--- config.mk ---
export PLATFORM = sky130hd
export DESIGN_NAME = pong_referee
export DESIGN_NICKNAME = d
export VERILOG_FILES = /design/src/rtl/pong_pkg.sv /design/src/rtl/pong_referee_btn_sync_edge.sv /design/src/rtl/pong_referee.sv
export SDC_FILE = /design/constraint.sdc
export NUM_CORES = 1
export LEC_CHECK = 0
export ABC_AREA = 1
export BUFFER_PORTS_ARGS = -buffer_cell sky130_fd_sc_hd__buf_2
export CORE_ASPECT_RATIO = 1.1
export CORE_UTILIZATION = 35
export DETAILED_ROUTE_END_ITERATION = 6
export GPL_TIMING_DRIVEN = 0
export PLACE_DENSITY = 0.65
export SLEW_MARGIN = 30
export SYNTH_ARGS = -nofsm -noshare
export SYNTH_HDL_FRONTEND = slang
export SYNTH_SLANG_ARGS = --single-unit
--- constraint.sdc ---
create_clock -name clk -period 4.7 [get_ports clk]
set_input_delay 0.705 -clock clk [delete_from_list [all_inputs] [get_ports clk]]
set_output_delay 0.705 -clock clk [all_outputs]
set_load 0.02 [all_outputs]
--- src/rtl/pong_pkg.sv ---
// Shared constants for the ping-pong referee.
// Holds the LED count, the FSM state encoding, the default game parameters
// and a one-hot test used on the ball position bus.
package pong_pkg;

  localparam int NUM_LEDS      = 18;
  localparam int WIN_SCORE_DEF = 7;
  localparam int HIT_ZONE_DEF  = 3;
  localparam int SCORE_W_DEF   = 4;

  localparam logic [0:0] PLAY = 1'b0;
  localparam logic [0:0] OVER = 1'b1;

  // True when exactly one LED is lit: non-zero and clearing the lowest set
  // bit leaves nothing behind.
  function automatic logic is_onehot(input logic [NUM_LEDS-1:0] v);
    logic [NUM_LEDS-1:0] one;
    one = {{(NUM_LEDS-1){1'b0}}, 1'b1};
    return (v != '0) && ((v & (v - one)) == '0);
  endfunction

endpackage

--- src/rtl/pong_referee_btn_sync_edge.sv ---
// Button front end: 2-flop synchronizer followed by a rising-edge detector.
// Ports:
//   clk     - system clock
//   reset   - synchronous, active-high
//   i_btn   - raw button, asynchronous to clk
//   o_press - one-cycle pulse per press, high in the cycle after the third
//             edge that samples the button high
module btn_sync_edge (
  input  logic clk,
  input  logic reset,
  input  logic i_btn,
  output logic o_press
);

  logic       r_sync1;
  logic       r_sync2;
  logic       r_prev;
  logic [1:0] r_live;
  logic       r_press;

  // r_live marks when r_sync2 carries a real post-reset sample. Until then
  // r_prev is held high, so a button held through reset never looks like a
  // fresh press; it must be seen low before the next pulse can fire.
  always_ff @(posedge clk) begin
    if (reset) begin
      r_sync1 <= 1'b0;
      r_sync2 <= 1'b0;
      r_prev  <= 1'b1;
      r_live  <= 2'b00;
      r_press <= 1'b0;
    end else begin
      r_sync1 <= i_btn;
      r_sync2 <= r_sync1;
      r_live  <= {r_live[0], 1'b1};
      r_prev  <= r_live[1] ? r_sync2 : 1'b1;
      r_press <= r_live[1] & r_sync2 & ~r_prev;
    end
  end

  assign o_press = r_press;

endmodule

--- src/rtl/pong_referee.sv ---
// Ping-pong referee: judges paddle hits at both ends of the 18-LED board,
// keeps both scores and raises the sticky full flags that freeze the ball
// display at game end.
// Ports:
//   clk, reset        - system clock, synchronous active-high reset
//   btn_left/right    - raw player buttons (asynchronous)
//   ball_leds         - one-hot ball position, bit 17 = left end
//   score_left/right  - saturating point counters
//   point_left/right  - one-cycle pulse when that player scores
//   left/right_full_flag - sticky, that player reached WIN_SCORE
//
// state | meaning
// PLAY  | judging active, scores may change
// OVER  | a player has won; scores, flags frozen until reset
module pong_referee
  import pong_pkg::*;
#(
  parameter int WIN_SCORE = WIN_SCORE_DEF,
  parameter int HIT_ZONE  = HIT_ZONE_DEF,
  parameter int SCORE_W   = SCORE_W_DEF
) (
  input  logic                clk,
  input  logic                reset,
  input  logic                btn_left,
  input  logic                btn_right,
  input  logic [NUM_LEDS-1:0] ball_leds,
  output logic [SCORE_W-1:0]  score_left,
  output logic [SCORE_W-1:0]  score_right,
  output logic                point_left,
  output logic                point_right,
  output logic                left_full_flag,
  output logic                right_full_flag
);

  localparam logic [SCORE_W-1:0] WIN_Q = SCORE_W'(WIN_SCORE);
  localparam logic [SCORE_W-1:0] ONE_Q = SCORE_W'(1);

  logic [0:0]         r_state;
  logic               r_zone_l_q;
  logic               r_zone_r_q;
  logic               r_hit_l;
  logic               r_hit_r;
  logic [SCORE_W-1:0] r_score_l;
  logic [SCORE_W-1:0] r_score_r;
  logic               r_point_l;
  logic               r_point_r;
  logic               r_flag_l;
  logic               r_flag_r;

  logic               w_press_l;
  logic               w_press_r;
  logic               w_ball_ok;
  logic               w_zone_l;
  logic               w_zone_r;
  logic               w_judge;
  logic               w_miss_l;
  logic               w_miss_r;
  logic [SCORE_W-1:0] w_score_l_nx;
  logic [SCORE_W-1:0] w_score_r_nx;

  btn_sync_edge u_btn_l (
    .clk     (clk),
    .reset   (reset),
    .i_btn   (btn_left),
    .o_press (w_press_l)
  );

  btn_sync_edge u_btn_r (
    .clk     (clk),
    .reset   (reset),
    .i_btn   (btn_right),
    .o_press (w_press_r)
  );

  assign w_ball_ok = is_onehot(ball_leds);
  assign w_zone_l  = |ball_leds[NUM_LEDS-1 -: HIT_ZONE];
  assign w_zone_r  = |ball_leds[HIT_ZONE-1:0];

  // Invalid ball patterns (game-over all-ones, blank) freeze all judging.
  assign w_judge   = (r_state == PLAY) & w_ball_ok;

  // Ball leaving a zone without a registered hit: the opposite player scores.
  assign w_miss_l  = w_judge & ~w_zone_l & r_zone_l_q & ~r_hit_l;
  assign w_miss_r  = w_judge & ~w_zone_r & r_zone_r_q & ~r_hit_r;

  assign w_score_l_nx = (r_score_l >= WIN_Q) ? WIN_Q : r_score_l + ONE_Q;
  assign w_score_r_nx = (r_score_r >= WIN_Q) ? WIN_Q : r_score_r + ONE_Q;

  always_ff @(posedge clk) begin
    if (reset) begin
      r_state    <= PLAY;
      r_zone_l_q <= 1'b0;
      r_zone_r_q <= 1'b0;
      r_hit_l    <= 1'b0;
      r_hit_r    <= 1'b0;
      r_score_l  <= '0;
      r_score_r  <= '0;
      r_point_l  <= 1'b0;
      r_point_r  <= 1'b0;
      r_flag_l   <= 1'b0;
      r_flag_r   <= 1'b0;
    end else begin
      r_point_l <= 1'b0;
      r_point_r <= 1'b0;
      if (w_judge) begin
        r_zone_l_q <= w_zone_l;
        r_zone_r_q <= w_zone_r;

        // On entry the hit starts fresh; inside the zone the first press
        // sticks. Leaving (or being outside) clears it.
        if (w_zone_l) r_hit_l <= (r_zone_l_q & r_hit_l) | w_press_l;
        else          r_hit_l <= 1'b0;
        if (w_zone_r) r_hit_r <= (r_zone_r_q & r_hit_r) | w_press_r;
        else          r_hit_r <= 1'b0;

        // Zones are disjoint, so at most one of these fires per cycle.
        if (w_miss_l) begin
          r_score_r <= w_score_r_nx;
          r_point_r <= 1'b1;
          if (w_score_r_nx == WIN_Q) begin
            r_flag_r <= 1'b1;
            r_state  <= OVER;
          end
        end
        if (w_miss_r) begin
          r_score_l <= w_score_l_nx;
          r_point_l <= 1'b1;
          if (w_score_l_nx == WIN_Q) begin
            r_flag_l <= 1'b1;
            r_state  <= OVER;
          end
        end
      end
    end
  end

  assign score_left      = r_score_l;
  assign score_right     = r_score_r;
  assign point_left      = r_point_l;
  assign point_right     = r_point_r;
  assign left_full_flag  = r_flag_l;
  assign right_full_flag = r_flag_r;

endmodule
* Word-level counts from Yosys, hierarchy flattened *
Index checks and enable logic that the tools add are counted.
W data, S select, Z words.

word-level totals
  flip-flop bits (word level) = 29
  output and inout port bits = 12

operators by class
  magnitude comparators = 2
  reductions and logical operators = 12
  equality and inequality tests = 2
  bitwise operators = 26
  mux-type cells = 12
  add/sub/neg operators = 3

operators with widths
  kind                     count
  $and A18 B18 Y18         1
  $logic_not A18 Y1        1
  $reduce_bool A18 Y1      1
  $sub A18 B1 Y18 const B  1
  $and A1 B1 Y1            13
  $mux W1                  10
  $not A1 Y1               10
  $add A4 B1 Y4 const B    2
  $eq A4 B3 Y1 const B     2
  $ge A4 B3 Y1 const B     2
  $mux W4                  2
  $reduce_and A3 Y1        2
  $reduce_or A2 Y1         3
  $reduce_or A3 Y1         2
  $reduce_and A2 Y1        2
  $or A1 B1 Y1             2
  $logic_and A1 B1 Y1      1

* Depth between registers and ports, before layout *
  word-level depth = 11
  gate-level depth with buffers = 15

* By module *
A second synthesis with hierarchy kept.

unflattened totals
  cells, all modules = 236
  area total of the unflattened synthesis = 1557.7 µm²

by module, submodules not included
  module         area each (µm²)  times used  cells each
  pong_referee   1209.9           1           200
  btn_sync_edge  173.9            2           18

* Least setup slack after synthesis *
Ideal clock, no wire load.

  path kind = input -> register
  start = input port ball_leds[0]
  end = register r_score_r[0], in the netlist score_right[0]
  slack = 2641 ps
  data required time = 4568 ps
  stages on the path = 12
  arrival = 1927 ps
  library setup time = 132 ps
  cells stage by stage = nor2_4 -> nand2_4 -> nor2_4 -> nand2_1 -> a21oi_1 -> nand2_1 -> nor2_4 -> nand2_4 -> nor2_4 -> nand3_2 -> nand2_1 -> a21oi_1

between the ends
  cells in the longest elaborated chain, start to end = 9
  elaborated cells on any way between the ends = 10

ends and longest elaborated chain
  what                                    line                 text
  start, declared                         pong_referee.sv:26   input logic [NUM_LEDS-1:0] ball_leds,
  $sub A18 B1 Y18                         pong_pkg.sv:19       return (v != '0) && ((v & (v - one)) == '0);
  $and A18 B18 Y18                        pong_pkg.sv:19
  $logic_not A18 Y1                       pong_pkg.sv:19
  $logic_and A1 B1 Y1 (*)                 pong_pkg.sv:19
  $and A1 B1 Y1 (*)                       pong_referee.sv:80   assign w_judge = (r_state == PLAY) & w_ball_ok;
  $and A1 B1 Y1 (3 in series)             pong_referee.sv:83   assign w_miss_l = w_judge & ~w_zone_l & r_zone_l_q & ~r_hit_l;
  $reduce_and A2 Y1 (no source line) (*)  -
  end signal, assigned                    pong_referee.sv:118  r_score_r <= w_score_r_nx;
  end, declared                           pong_referee.sv:44   logic [SCORE_W-1:0] r_score_r;

Every way passes the cells marked *; elsewhere a longest branch is shown, timed or not.
A chain may end at the register's enable or synchronous reset.

* Worst setup path in the final report *
  start = input port ball_leds[4]
  end = register r_score_r[0], in the netlist score_right[0]

Same word-level chain as after synthesis.

==> summary by stage <==
Clock tree
The clock passes through at most 2 buffers. Clock-pin slew was measured on the worst setup and hold paths at 100 ps. The count of hold-fix buffers inserted at cts is 0. Counting every sink on the clock net gives 27. The count of buffers added by post-CTS timing repair for setup is 0.

The clock tree from TritonCTS is built. The clock reaches the later pin of the worst-skew pair after 280 ps. The number of resized instances in the post-cts repair step is 0. The cell sitting at the root of the clock tree is a sky130_fd_sc_hd__clkbuf_8. The number of buffers created by CTS is 3. CTS built an H-tree with a depth of 1.

Yosys
After synthesis the cells add up to 1520 um^2. The number of distinct library cells after synthesis is 22. In the synthesized netlist the async set-or-reset flop fraction comes to 0%. The share of Yosys cell area claimed by the top area cell type is 35.6%. Synthesis produced a netlist with a net count of 262. The post-synthesis register bit count is 27.

sky130_fd_sc_hd__dfxtp_1 takes more of the synthesized area than any other cell. In the synthesized netlist, the cells that appear most often are sky130_fd_sc_hd__nand2_1, sky130_fd_sc_hd__inv_1, sky130_fd_sc_hd__nor2_1. For this run, the leading register cell type out of synthesis is sky130_fd_sc_hd__dfxtp_1. The cell count after synthesis is 238. Yosys mapped a number of flops with a built-in enable equal to 0. Among all cell types in the netlist, the one instantiated most often is sky130_fd_sc_hd__nand2_1.

The warning count from the yosys run is 0. In the post-synthesis netlist, the biggest area contributors are sky130_fd_sc_hd__dfxtp_1, sky130_fd_sc_hd__nand2_1, sky130_fd_sc_hd__inv_1. The average instance in the mapped netlist occupies 6.38 um^2. After synthesis, flip-flops and latches occupy 35.6% of the total area.

STA
In this run the tightest slew margin relative to its limit is 67.5%. The setup TNS is 0 ps. Setup repair after global routing left no endpoint under its margin. Derived from the worst setup path, the maximum achievable clock frequency is 0.460 GHz.

The count of final hold-check violations came to 0. The clock period minus worst slack is 2170 ps. The pin slew with the least headroom to its limit is 488 ps. The count of final max-slew check failures is 0. The final hold slack is 396 ps. Setup violations remaining at the end of the flow were counted as 0. The clock skew after layout is 5.29 ps. The final worst-path cycle share is 46.2%.

Setup path
The category of the worst setup path launch point is a primary input. Traced cell by cell, the critical path runs through buf_2 -> nor2_1 -> nand3_1 -> o21ai_0 -> nand2_1 -> inv_2 -> nand2_2 -> nor2_4 -> nand2_4 -> nor2_4 -> nand3_2 -> nand2_1 -> a21oi_1. The slowest stage cell on the critical path is sky130_fd_sc_hd__o21ai_0. The worst endpoint data arrival time is 2330 ps.

The delay of the slowest critical-path stage is 290 ps. Of all nets on the critical path, the largest fanout is 7. The required time reported for the critical path endpoint is 4850 ps. The category of the worst setup path capture point is a flip-flop. The critical path in this run is classified as primary input to flip-flop.

Placed design
The placed cell count is 322. Once placement finished, the instance area stood at 1740 um^2. During placement, the flow inserted port buffers numbering 32. Once detailed placement completed, the half-perimeter wirelength came to 2390 um. Routability-driven placement finished with a final weighted congestion of 0.819.

Cells and area
Counting the fill cells in the layout gives 454. The combined flip-flop and latch cell area is 541 um^2. The post-route cell area is 1790 um^2.

The fraction of layout cells with a size suffix above 1 is 19.0%. The count of antenna diodes in the layout is 0. The area of combinational cells with multiple inputs is 808 um^2. The number of nets at the end of the flow is 299. The number of standard cells in the final layout excluding fillers is 326. From synthesis to final layout, the design area changed by 18.1%.

Routing
The count of antenna-violating nets left after detailed routing is 0. Using the TritonRoute via totals, the vias-per-cell ratio works out to 4.58. The number of detailed-routing iterations run before antenna repair is 4. Summed over all nets, wire length on met2 after detailed routing comes to 1400 um. In the final routed layout, each cell accounts on average for 9.39 um. Across all layers, the routed design uses 1493 vias. After detailed routing, the total wire length is 3060 um.

In the routed design, unresolved DRC markers number 0. In the final routing, the length of wire on met1 measures 1500 um. Wire segments on met3 add up to 139 um in the final route. In this run, the number of DRC markers left after iteration 0 of detailed routing was 51.

The top routing layer in use is met4.

Global route
The first global-routing pass estimated 5210 um of wire. The initial antenna violation count is 0. Entering global routing, the biggest net connects 18 pins.

The final global-route overflow total is 0. Global routing consumed, over all layers together, 14.1% of the routing resources. The via count of the first global-routing pass is 1273.

Die
34 I/O pins were placed. The horizontal die dimension is 64.8 um. Once the floorplan was initialized, standard cells occupied 37.4% of the core.

From bottom edge to top edge, the die measures 71.1 um. After floorplanning, the core was sized to cover 4050 um^2. The floorplan step defined a die boundary enclosing 4600 um^2. The number of placement rows is 24.

Pwr
Dividing total power by cell area gives a power density of 232 nW/um^2. Across the VDD grid, the largest voltage drop is 0.232 mV. The analysis attributes to cell leakage a power of 0.888 nW.

Hold path
The tightest min-delay check is of the flip-flop to flip-flop type.

Run
The number of violations of the max-capacitance limit is 0.

Status
The run finished with clean final reports.
-- path summary, 6_finish.rpt --
path,start,endpoint,slack (ps),depth (start not counted)
worst min register to register,u_btn_r.r_prev,u_btn_r.o_press,400,1
worst max register to register,r_state,score_right[0],3070,12
worst max-delay path,ball_leds[4],score_right[0],2530,13
worst min-delay path,u_btn_r.r_prev,u_btn_r.o_press,400,1
-- power breakdown --
| group | internal [mW] | switching (mW) | leakage, nW |
|---|---|---|---|
| registers | 0.232 | 0.000728 | 0.219 |
| logic | 0.0152 | 0.0268 | 0.642 |
| clock network | 0.0624 | 0.0792 | 0.0261 |
| total | 0.309 | 0.107 | 0.888 |
-- worst max-delay path: cells and delay by family --
family                 cells  cell delay, ps
AND/OR/NAND/NOR            9            1100
AO/OA/AOI/OAI              2             350
buffers and inverters      2             190
-- final cells by class --
cell class	count	share of cell area [%]
buffer	3	0.628
clock buffer	3	2.30
clock inverter	1	0.488
inverter	42	8.79
multi-input combinational	166	45.1
sequential	27	30.1
tap	52	3.63
timing repair buffer	32	8.93
-- logic make-up (layout without fill, tap and decap cells) --
| group | Yosys count | count (layout) | share of synthesized area [%] |
|---|---|---|---|
| flip-flops | 27 | 27 | 35.6 |
| AND/OR/NAND/NOR | 143 | 143 | 44.4 |
| buffers and inverters | 45 | 81 | 11.1 |
| adder cells (fa/ha/maj) | 2 | 2 | 1.65 |
| AO/OA/AOI/OAI | 21 | 21 | 7.25 |
-- per-stage QoR --
| stage | total power [mW] | setup WS, ps | utilization [%] |
|---|---|---|---|
| CTS | 0.419 | 2530 | 44.2 |
| floorplan | 0.262 | 2640 | - |
| global placement | 0.280 | 2240 | 43.0 |
| detailed placement | 0.280 | 2240 | 43.0 |
| global route | 0.435 | 2350 | 44.2 |
| finish | 0.416 | 2530 | 44.2 |
-- routing by layer --
metal  global-route usage, %  vias up
li1                        -      809
met3                    3.87        5
met1                    17.9      650
met5                       0        -
met2                    22.9       29
met4                    4.44        0
-- cell usage in the layout, fill, tap and decap left out, drive strengths merged --
cell	Yosys	final
nand2	68	68
inv	42	43
nor2	43	43
buf	0	32
dfxtp	27	27
nand3	17	17
a21oi	14	14
nand4	8	8
clkbuf	3	6
o21ai	5	5
nor3	3	3
nand3b	2	2
a211oi	2	2
ha	2	2
and2	1	1
or3	1	1
No activity file was read; power rests on OpenSTA's default activity.
